File: src/rtl/sysid_timer_regs.sv
// System ID / build timestamp peripheral with 64-bit uptime, prescaled tick counter,
// control and scratch registers on an Avalon-MM slave with fixed read latency of one.
module sysid_timer_regs #(
    parameter logic [31:0] SYSTEM_ID  = 32'h00000000,
    parameter logic [31:0] TIMESTAMP  = 32'd1456594139,
    parameter int          ADDR_WIDTH = 3,
    parameter int unsigned PRESCALE   = 32'd50000000
) (
    input  logic                  clock,
    input  logic                  reset,
    input  logic [ADDR_WIDTH-1:0] address,
    input  logic                  read,
    input  logic                  write,
    input  logic [31:0]           writedata,
    input  logic [3:0]            byteenable,
    output logic [31:0]           readdata,
    output logic                  readdatavalid
);

    localparam logic [31:0] P_TERM = 32'(PRESCALE - 32'd1);

    logic [63:0] r_uptime;
    logic [31:0] r_uptime_hi_snap;
    logic [31:0] r_scratch;
    logic [31:0] r_tick;
    logic [31:0] r_presc;
    logic        r_en;
    logic        r_frz;
    logic [31:0] r_frz_lo;
    logic [31:0] r_frz_hi;
    logic [31:0] r_frz_tick;
    logic [31:0] r_readdata;
    logic        r_readdatavalid;

    logic        w_rd_lo;
    logic        w_wr_scratch;
    logic        w_wr_ctrl;
    logic        w_clr;
    logic        w_frz_rise;
    logic [31:0] w_rdata;

    assign w_rd_lo      = read  && (address == ADDR_WIDTH'(2));
    assign w_wr_scratch = write && (address == ADDR_WIDTH'(4));
    assign w_wr_ctrl    = write && (address == ADDR_WIDTH'(5)) && byteenable[0];
    assign w_clr        = w_wr_ctrl && writedata[1];
    assign w_frz_rise   = w_wr_ctrl && writedata[2] && !r_frz;

    // Read mux over current (pre-write) register contents
    always_comb begin
        w_rdata = 32'd0;
        case (address)
            ADDR_WIDTH'(0): w_rdata = SYSTEM_ID;
            ADDR_WIDTH'(1): w_rdata = TIMESTAMP;
            ADDR_WIDTH'(2): w_rdata = r_frz ? r_frz_lo : r_uptime[31:0];
            ADDR_WIDTH'(3): w_rdata = r_uptime_hi_snap;
            ADDR_WIDTH'(4): w_rdata = r_scratch;
            ADDR_WIDTH'(5): w_rdata = {29'd0, r_frz, 1'b0, r_en};
            ADDR_WIDTH'(6): w_rdata = r_frz ? r_frz_tick : r_tick;
            ADDR_WIDTH'(7): w_rdata = PRESCALE;
            default:        w_rdata = 32'd0;
        endcase
    end

    // Registered read response, one cycle after the strobe
    always_ff @(posedge clock or posedge reset) begin
        if (reset) begin
            r_readdata      <= 32'd0;
            r_readdatavalid <= 1'b0;
        end else begin
            r_readdatavalid <= read;
            if (read) begin
                r_readdata <= w_rdata;
            end
        end
    end

    // Uptime, prescaler and tick counters; a CLR write beats an increment
    always_ff @(posedge clock or posedge reset) begin
        if (reset) begin
            r_uptime <= 64'd0;
            r_presc  <= 32'd0;
            r_tick   <= 32'd0;
        end else if (w_clr) begin
            r_uptime <= 64'd0;
            r_presc  <= 32'd0;
            r_tick   <= 32'd0;
        end else if (r_en) begin
            r_uptime <= r_uptime + 64'd1;
            if (r_presc == P_TERM) begin
                r_presc <= 32'd0;
                r_tick  <= r_tick + 32'd1;
            end else begin
                r_presc <= r_presc + 32'd1;
            end
        end
    end

    // Control bits and freeze capture on the FRZ rising write
    always_ff @(posedge clock or posedge reset) begin
        if (reset) begin
            r_en       <= 1'b1;
            r_frz      <= 1'b0;
            r_frz_lo   <= 32'd0;
            r_frz_hi   <= 32'd0;
            r_frz_tick <= 32'd0;
        end else begin
            if (w_frz_rise) begin
                r_frz_lo   <= r_uptime[31:0];
                r_frz_hi   <= r_uptime[63:32];
                r_frz_tick <= r_tick;
            end
            if (w_wr_ctrl) begin
                r_en  <= writedata[0];
                r_frz <= writedata[2];
            end
        end
    end

    // HI snapshot taken by a LO read keeps LO/HI pairs coherent
    always_ff @(posedge clock or posedge reset) begin
        if (reset) begin
            r_uptime_hi_snap <= 32'd0;
        end else if (w_rd_lo) begin
            r_uptime_hi_snap <= r_frz ? r_frz_hi : r_uptime[63:32];
        end
    end

    // Byte-lane scratch register
    always_ff @(posedge clock or posedge reset) begin
        if (reset) begin
            r_scratch <= 32'd0;
        end else if (w_wr_scratch) begin
            for (int k = 0; k < 4; k++) begin
                if (byteenable[k]) begin
                    r_scratch[8*k +: 8] <= writedata[8*k +: 8];
                end
            end
        end
    end

    assign readdata      = r_readdata;
    assign readdatavalid = r_readdatavalid;

endmodule

File: config.mk
export PLATFORM = sky130hd
export DESIGN_NAME = sysid_timer_regs
export DESIGN_NICKNAME = d
export VERILOG_FILES = /design/src/rtl/sysid_timer_regs.sv
export SDC_FILE = /design/constraint.sdc
export NUM_CORES = 1
export LEC_CHECK = 0
export CAP_MARGIN = 20
export CORE_MARGIN = 2
export CORE_UTILIZATION = 45
export CTS_CLUSTER_SIZE = 28
export DETAILED_ROUTE_END_ITERATION = 8
export HOLD_SLACK_MARGIN = 0.15
export PLACE_DENSITY_LB_ADDON = 0.1
export SKIP_LAST_GASP = 1
export SYNTH_ARGS = -nofsm -noshare
export SYNTH_HDL_FRONTEND = slang
export SYNTH_SLANG_ARGS = --single-unit
File: constraint.sdc
create_clock -name clock -period 14.1 [get_ports clock]
set_input_delay 2.115 -clock clock [delete_from_list [all_inputs] [get_ports clock]]
set_output_delay 2.115 -clock clock [all_outputs]
set_load 0.01 [all_outputs]
After elaboration in Yosys (flattened, before gate mapping)
Cells that the tools add are included.
{ "word_totals": {"regBits": 323, "output_inout_bits": 33} }
{ "op_classes": {"n_addsub": 3, "eq_ne": 8, "n_mux": 12, "reduce_logical": 16} }
{ "op_table": {"columns": ["op", "count"], "rows": [
  ["$mux W32", 9],
  ["$pmux W32 S8", 1],
  ["$mux W64", 2],
  ["$add A32 B1 Y32 const B", 2],
  ["$add A64 B1 Y64 const B", 1],
  ["$eq A32 B26 Y1 const B", 1],
  ["$eq A3 B3 Y1 const B", 4],
  ["$reduce_and A2 Y1", 5],
  ["$logic_and A1 B1 Y1", 7],
  ["$eq A3 B2 Y1 const B", 2],
  ["$reduce_bool A2 Y1", 2],
  ["$eq A3 B1 Y1 const B", 1],
  ["$logic_not A3 Y1", 1],
  ["$logic_not A1 Y1", 1]
]} }

Longest topological paths before layout
Gate-level depths: netlist of run 1.
{ "logic_depth": {"depth_word": 6, "ltp_mapped": 8, "depth_no_buf": 6} }

Worst setup path before layout of run 1
Ideal clock, no wire load.
{ "synth_path": {"path_type": "input-to-reg", "start": "input port address[0]", "end": "register r_frz_hi[10]", "arrival_ns": 4.161, "required_ns": 13.975, "slack_ns": 9.815, "cell_stages": 8, "path_buffers": 4, "path_cell_list": "clkbuf_1 > and3b_1 > and3_1 > and3b_1 > clkbuf_1 > clkbuf_1 > clkbuf_1 > mux2_2"} }
{ "synth_via": {"elab_chain_cells": 5} }
{ "synth_rtl": {"columns": ["element", "line_no", "text"], "rows": [
  ["start: declaration", "11", "input logic [ADDR_WIDTH-1:0] address,"],
  ["$eq A3 B3 Y1", "44", "assign w_wr_ctrl = write && (address == ADDR_WIDTH'(5)) && byteenable[0];"],
  ["$logic_and A1 B1 Y1 (2 in a row)", "44", null],
  ["$logic_and A1 B1 Y1 (2 in a row)", "46", "assign w_frz_rise = w_wr_ctrl && writedata[2] && !r_frz;"],
  ["end signal: assignment", "109", "r_frz_hi <= r_uptime[63:32];"],
  ["end: declaration", "30", "logic [31:0] r_frz_hi;"]
]} }
No other way between the ends.
A chain may end at the register's enable or synchronous reset.

Worst setup path after layout of run 1
{ "layout_path": {"start": "input port address[0]", "end": "register r_frz_tick[4]"} }
{ "layout_via": {"elab_chain_cells": 5} }
{ "layout_rtl": {"columns": ["element", "line_no", "text"], "rows": [
  ["$eq A3 B3 Y1", "44", null],
  ["$logic_and A1 B1 Y1 (2 in a row)", "44", null],
  ["$logic_and A1 B1 Y1 (2 in a row)", "46", null],
  ["end signal: assignment", "110", "r_frz_tick <= r_tick;"],
  ["end: declaration", "31", "logic [31:0] r_frz_tick;"]
]} }
No other way between the ends.

==> flow_metrics.env, run 1 <==
export IMPL_outcome="completed"
export IMPL_die_w_um=191
export IMPL_synth_top_area_share=0.513
export IMPL_required_ns=14.50
export IMPL_core_area_um2=34500
export IMPL_critPathMaxFanout=65
export IMPL_synth_seq_cells=323
export IMPL_crit_top_cell="buf_4"
export IMPL_drtIter0Drc=1043
export IMPL_wirelength_mm=43.5
export IMPL_synth_largest_area_cell="dfrtp_1"
export IMPL_tightestPinTransition_ns=1.10
export IMPL_start_util=0.455
export IMPL_cts_resized=0
export IMPL_n_antenna_cell=0
export IMPL_synthDistinctLibCells=51
export IMPL_cap_violations=0
export IMPL_critPathBufInv=3
export IMPL_leakage_nw=7.42
export IMPL_grt_max_degree=125
export IMPL_fin_util=0.526
export IMPL_ys_async_sr_fraction=1.00
export IMPL_insertion_delay_ns=0.53
export IMPL_ys_seq_area_frac=0.515
export IMPL_final_nets=1590
export IMPL_p_sw_frac=0.307
export IMPL_crit_arrival_ns=5.23
export IMPL_synth_edff_count=0
export IMPL_dp_hpwl_mm=29.4
export IMPL_nFillCells=3130
export IMPL_p_int_mw=1.98
export IMPL_finClkSkew_ns=0.0204
export IMPL_critPathCaptureType="flip-flop"
export IMPL_syn_nets=1545
export IMPL_ant_nets=0
export IMPL_setup_viol=0
export IMPL_p_switching_mw=0.877
export IMPL_ioPinCount=76
export IMPL_ir_worst_vdd_v=0.0000992
export IMPL_crit_family="buffers and inverters"
export IMPL_grtUsageTotal=0.244
export IMPL_drc=0
export IMPL_syn_mean_instance_area_um2=10.5
export IMPL_sequentialPowerShare=0.479
export IMPL_fin_crit_ns=4.83
export IMPL_grt_overflow_total=0
export IMPL_synthTopCellsByArea="dfrtp_1, mux2_2, a21oi_1"
export IMPL_timing_max_slew_rel_slack=0.266
export IMPL_rsz0062_at_grt="false"
export IMPL_post_cts_setup_buffers=0
export IMPL_finalHoldViolations=0
export IMPL_die_area_um2=36400
export IMPL_slowest_stage="buf_4"
export IMPL_gp_congestion=0.837
export IMPL_clock_fmax_mhz=207
export IMPL_mostFrequentLayoutCell="dfrtp_1"
export IMPL_fin_crit_sh=0.343
export IMPL_drv_slew=0
export IMPL_cts_root_buf="clkbuf_16"
export IMPL_combPwrFrac=0.180
export IMPL_grt_pass1_wl_mm=68.9
export IMPL_crit_type="in2reg"
export IMPL_grt_pass1_vias=11616
export IMPL_path_cells="clkdlybuf4s50_1 -> buf_4 -> and3b_1 -> and3_1 -> and3b_4 -> buf_4 -> mux2_2"
export IMPL_cts_clk_slew_worst_paths_ns=0.05
export IMPL_num_vias=12057
export IMPL_wl_per_cell_um=21.5
export IMPL_pwr_share_clk=0.341
export IMPL_synthCells=1499
export IMPL_clock_path_buffers=3
export IMPL_tritoncts="done"
export IMPL_yosys_warnings=0
export IMPL_power_density_nw_per_um2=158
export IMPL_antenna_found_initial=0
export IMPL_area_growth_pct=15.5
export IMPL_placementRows=68
export IMPL_hold_path_class="reg2reg"
export IMPL_die_height_um=191
export IMPL_htree_num_levels=2
export IMPL_io_buffers=75
export IMPL_startpoint_type="input port"
export IMPL_synthFlopType="dfrtp_1"
export IMPL_dr_pass1_iters=5
export IMPL_netlist_area_um2=15700
export IMPL_finalSetupTns_ns=0
export IMPL_numCtsBuffers=37
export IMPL_postCtsHoldBufs=0
export IMPL_slowest_delay_ns=0.79
export IMPL_drive_gt1_frac=0.153
export IMPL_vias_per_cell=5.95
export IMPL_layout_common_cells="dfrtp_1, mux2_2, nor2_1, a21oi_1, clkdlybuf4s50_1"
export IMPL_cts_sinks=323
[synthesized netlist by cell type, types with 3 or more instances]
cell,instances
buf_1,9
a222oi_1,3
o31ai_1,27
inv_1,51
xor2_1,37
ha_1,3
and3_1,18
o211ai_1,3
and2_1,7
dfrtp_1,322
o21ai_0,44
a22oi_1,22
or3_1,26
nand2_1,73
nand3_1,54
xnor2_1,24
a221oi_1,45
o22ai_1,36
nand4_1,54
nor2_1,126
clkbuf_1,79
and3b_1,3
nand2b_1,10
nor4_1,17
a21oi_1,113
nor3_1,22
mux2i_1,46
or4_1,28
buf_2,4
mux2_2,144
a211oi_1,5
and4_1,10
nor2b_1,5
[registers in the layout, summed over array words and instances, names as in the netlist, 32 cells and up]
name and cells:
r_uptime 64, r_frz_hi 32, r_frz_lo 32, r_frz_tick 32
r_presc 32, r_scratch 32, r_tick 32, r_uptime_hi_snap 32
readdata 32
[cell type report]
cell class | instances | area, um^2 | share of cell area
timing repair buffer | 98 | 933 | 0.0515
tap | 455 | 569 | 0.0314
clock buffer | 54 | 1070 | 0.0590
multi-input combinational | 1031 | 7100 | 0.392
sequential | 323 | 8090 | 0.446
clock inverter | 12 | 161 | 0.00890
inverter | 53 | 206 | 0.0114
[logic make-up (layout without fill, tap and decap cells)]
group,count (synthesis),after routing,synth area share
compound gates,305,305,0.122
xor+xnor,61,61,0.0340
fa+ha+maj,3,3,0.00239
buf+inv,145,217,0.0350
flops,323,323,0.515
mux,190,190,0.133
simple gates,472,472,0.159
[path summary, 6_finish.rpt]
kind	startpoint	end	slack, ns	depth (start not counted)
hold / removal	r_frz_lo[12]	r_frz_lo[12]	0.50	1
setup / recovery	address[0]	r_frz_tick[4]	9.27	7
min in group asynchronous	reset	r_tick[10]	2.19	2
max in group asynchronous	reset	r_uptime_hi_snap[18]	9.72	4
hold reg to reg	r_frz_lo[12]	r_frz_lo[12]	0.50	1
setup reg to reg	r_en	r_uptime[47]	10.56	5
[power by group through the flow]
stage | Clock (mW) | Sequential, mW | Combinational, mW
2_1_floorplan | 0 | 1.28 | 0.375
3_3_place_gp | 0 | 1.37 | 0.504
3_5_place_dp | 0 | 1.38 | 0.517
4_1_cts | 0.994 | 1.36 | 0.520
5_1_grt | 1.03 | 1.40 | 0.573
6_report | 0.974 | 1.37 | 0.516
[worst reg2reg max path: cells and delay by family, from the launching register on]
family / cells / cell delay, ns
flops: 1 / 0.72
buf+inv: 1 / 0.43
simple gates: 3 / 2.16
compound gates: 1 / 0.15
[routing by layer]
metal | vias up | wire, um | track usage
met5 | - | 0 | 0
li1 | 5626 | - | -
met3 | 66 | 1730 | 0.0256
met4 | 0 | 1490 | 0.0850
met1 | 6098 | 20500 | 0.358
met2 | 267 | 19800 | 0.378
[stage by stage]
step	setup WS (ns)	hold slack (ns)	instances	cell area (um^2)	power, mW
6_report	9.27	0.501	2026	18100	2.86
5_1_grt	9.13	0.516	2026	18100	3.00
4_1_cts	9.29	0.503	2024	18100	2.88
3_5_place_dp	8.75	0.491	1958	16900	1.90
3_3_place_gp	8.77	0.484	1957	16900	1.88
2_1_floorplan	3.05	0.474	1499	15700	1.66
No activity file was read; power rests on OpenSTA's default activity.
==> run 2: changes to the inputs <==
clock period = 4.4 ns   (was 14.1 ns; I/O delays follow)
==> run 2 against run 1 <==
Power grew to 3.2 times the previous value; largest cell class unchanged; cell area is 1.1% higher; setup slack worse by 7.9 ns; utilization is 0.59 points higher; sequential power grew to 3.2 times the previous value; largest power group unchanged; clock skew is 0.0039 ns lower; cell count is 0.69% higher; critical endpoint is now r_uptime[57]; highest routed layer unchanged; sequential share of layout area is 0.49 points lower; non-clock buffer count is 11 higher.
==> flow_metrics.env, run 2 (synthesis gave the netlist of run 1 again) <==
export IMPL_hold_path_class="reg2reg"
export IMPL_dp_hpwl_mm=30.4
export IMPL_grtUsageTotal=0.242
export IMPL_postCtsHoldBufs=0
export IMPL_min_to="r_frz_tick[13]"
export IMPL_timing_max_slew_rel_slack=0.381
export IMPL_io_buffers=75
export IMPL_r2r_start="r_uptime[7]"
export IMPL_grt_pass1_wl_mm=67.9
export IMPL_finalSetupTns_ns=0
export IMPL_largest_register_ffs=64
export IMPL_numCtsBuffers=38
export IMPL_nFillCells=3118
export IMPL_post_cts_setup_buffers=0
export IMPL_mostFrequentLayoutCell="dfrtp_1"
export IMPL_antenna_found_initial=0
export IMPL_wl_per_cell_um=21.2
export IMPL_worstHoldStart="r_frz_tick[13]"
export IMPL_outcome="completed"
export IMPL_die_w_um=191
export IMPL_postLayoutCellArea_um2=18300
export IMPL_ir_worst_vdd_v=0.000413
export IMPL_wirelength_mm=43.3
export IMPL_grt_overflow_total=0
export IMPL_die_area_um2=36400
export IMPL_placementRows=68
export IMPL_grt_max_degree=67
export IMPL_drtIter0Drc=962
export IMPL_critPathBufInv=0
export IMPL_startpoint_type="flip-flop"
export IMPL_drc=0
export IMPL_tritoncts="done"
export IMPL_setup_viol=0
export IMPL_leakage_nw=7.52
export IMPL_clock_fmax_mhz=327
export IMPL_crit_arrival_ns=3.51
export IMPL_finalHoldViolations=0
export IMPL_cts_sinks=323
export IMPL_grt_pass1_vias=11447
export IMPL_tightestPinTransition_ns=0.926
export IMPL_gp_congestion=0.868
export IMPL_finClkSkew_ns=0.0165
export IMPL_vias_per_cell=5.93
export IMPL_worstRegToRegCells=5
export IMPL_path_cells="nand4_1 -> or3_1 -> or4_1 -> or4b_1 -> a21oi_1"
export IMPL_cap_violations=0
export IMPL_rsz0062_at_grt="false"
export IMPL_dr_pass1_iters=5
export IMPL_drv_slew=0
export IMPL_final_nets=1602
export IMPL_regMostFlops="r_uptime"
export IMPL_ioPinCount=76
export IMPL_required_ns=4.86
export IMPL_r2r_end="r_uptime[57]"
export IMPL_start_util=0.455
export IMPL_die_height_um=191
export IMPL_fin_crit_sh=0.694
export IMPL_insertion_delay_ns=0.53
export IMPL_fin_util=0.532
export IMPL_core_area_um2=34500
export IMPL_crit_family="simple AND/OR/NAND/NOR gates"
export IMPL_ant_nets=0
export IMPL_htree_num_levels=2
export IMPL_r2r_slack_ns=1.35
export IMPL_fin_crit_ns=3.05
export IMPL_cts_clk_slew_worst_paths_ns=0.06
export IMPL_whs_path_depth=1
export IMPL_layout_common_cells="dfrtp_1, mux2_2, nor2_1, a21oi_1, clkdlybuf4s50_1"
export IMPL_area_growth_pct=16.8
export IMPL_slowest_delay_ns=0.85
export IMPL_clock_path_buffers=3
export IMPL_critPathMaxFanout=18
export IMPL_n_antenna_cell=0
export IMPL_num_vias=12088
export IMPL_cts_resized=0
export IMPL_slowest_stage="or4_1"
export IMPL_critPathCaptureType="flip-flop"
export IMPL_crit_type="reg2reg"
export IMPL_drive_gt1_frac=0.162
export IMPL_power_density_nw_per_um2=502
export IMPL_postPlaceCellArea_um2=17100
export IMPL_cts_root_buf="clkbuf_16"
## run 2: cell types whose count changed in the layout (fill, tap and decap cells not counted), sizes merged
cell,change
clkbuf,-3
buf,+12
clkinv,+4
clkinvlp,+1
## run 2: worst max-delay path by stage
stage / start / to / depth (start not counted) / slack (ns)
after detailed placement: address[2] / r_frz_tick[27] / 6 / 1.18
after global placement: address[2] / r_presc[29] / 6 / 1.22
after CTS: r_uptime[2] / r_uptime[47] / 5 / 1.35
after floorplan: reset / r_frz / 1 / -0.57
after global routing: r_presc[0] / r_presc[22] / 6 / 1.23
final: r_uptime[7] / r_uptime[57] / 5 / 1.35
## run 2: layout make-up
cell class                 count  area (um^2)  area share
multi-input combinational   1031         7100       0.387
clock buffer                  52         1070      0.0586
sequential                   323         8090       0.441
tap                          455          569      0.0311
inverter                      53          203      0.0111
timing repair buffer         109         1120      0.0610
clock inverter                17          179     0.00976
## run 2: per-layer routing
metal / wire length, um / track usage / share of wire
met1: 20100 / 0.350 / 0.46
met2: 19700 / 0.370 / 0.46
met3: 2190 / 0.0420 / 0.050
met4: 1290 / 0.0751 / 0.030
met5: 0 / 0 / 0
## run 2: power by group
part           switching [mW]  internal (mW)
Combinational           0.855          0.852
Clock                    1.25           1.89
Sequential              0.711           3.64
Total                    2.82           6.38
## run 2: through the flow
step / cells / setup WS [ns] / power [mW] / hold slack [ns]
floorplan: 1499 / -0.568 / 5.31 / 0.474
global placement: 1971 / 1.22 / 6.05 / 0.484
detailed placement: 1971 / 1.18 / 6.10 / 0.492
CTS: 2040 / 1.35 / 9.27 / 0.506
global route: 2040 / 1.23 / 9.69 / 0.519
finish: 2040 / 1.35 / 9.20 / 0.502
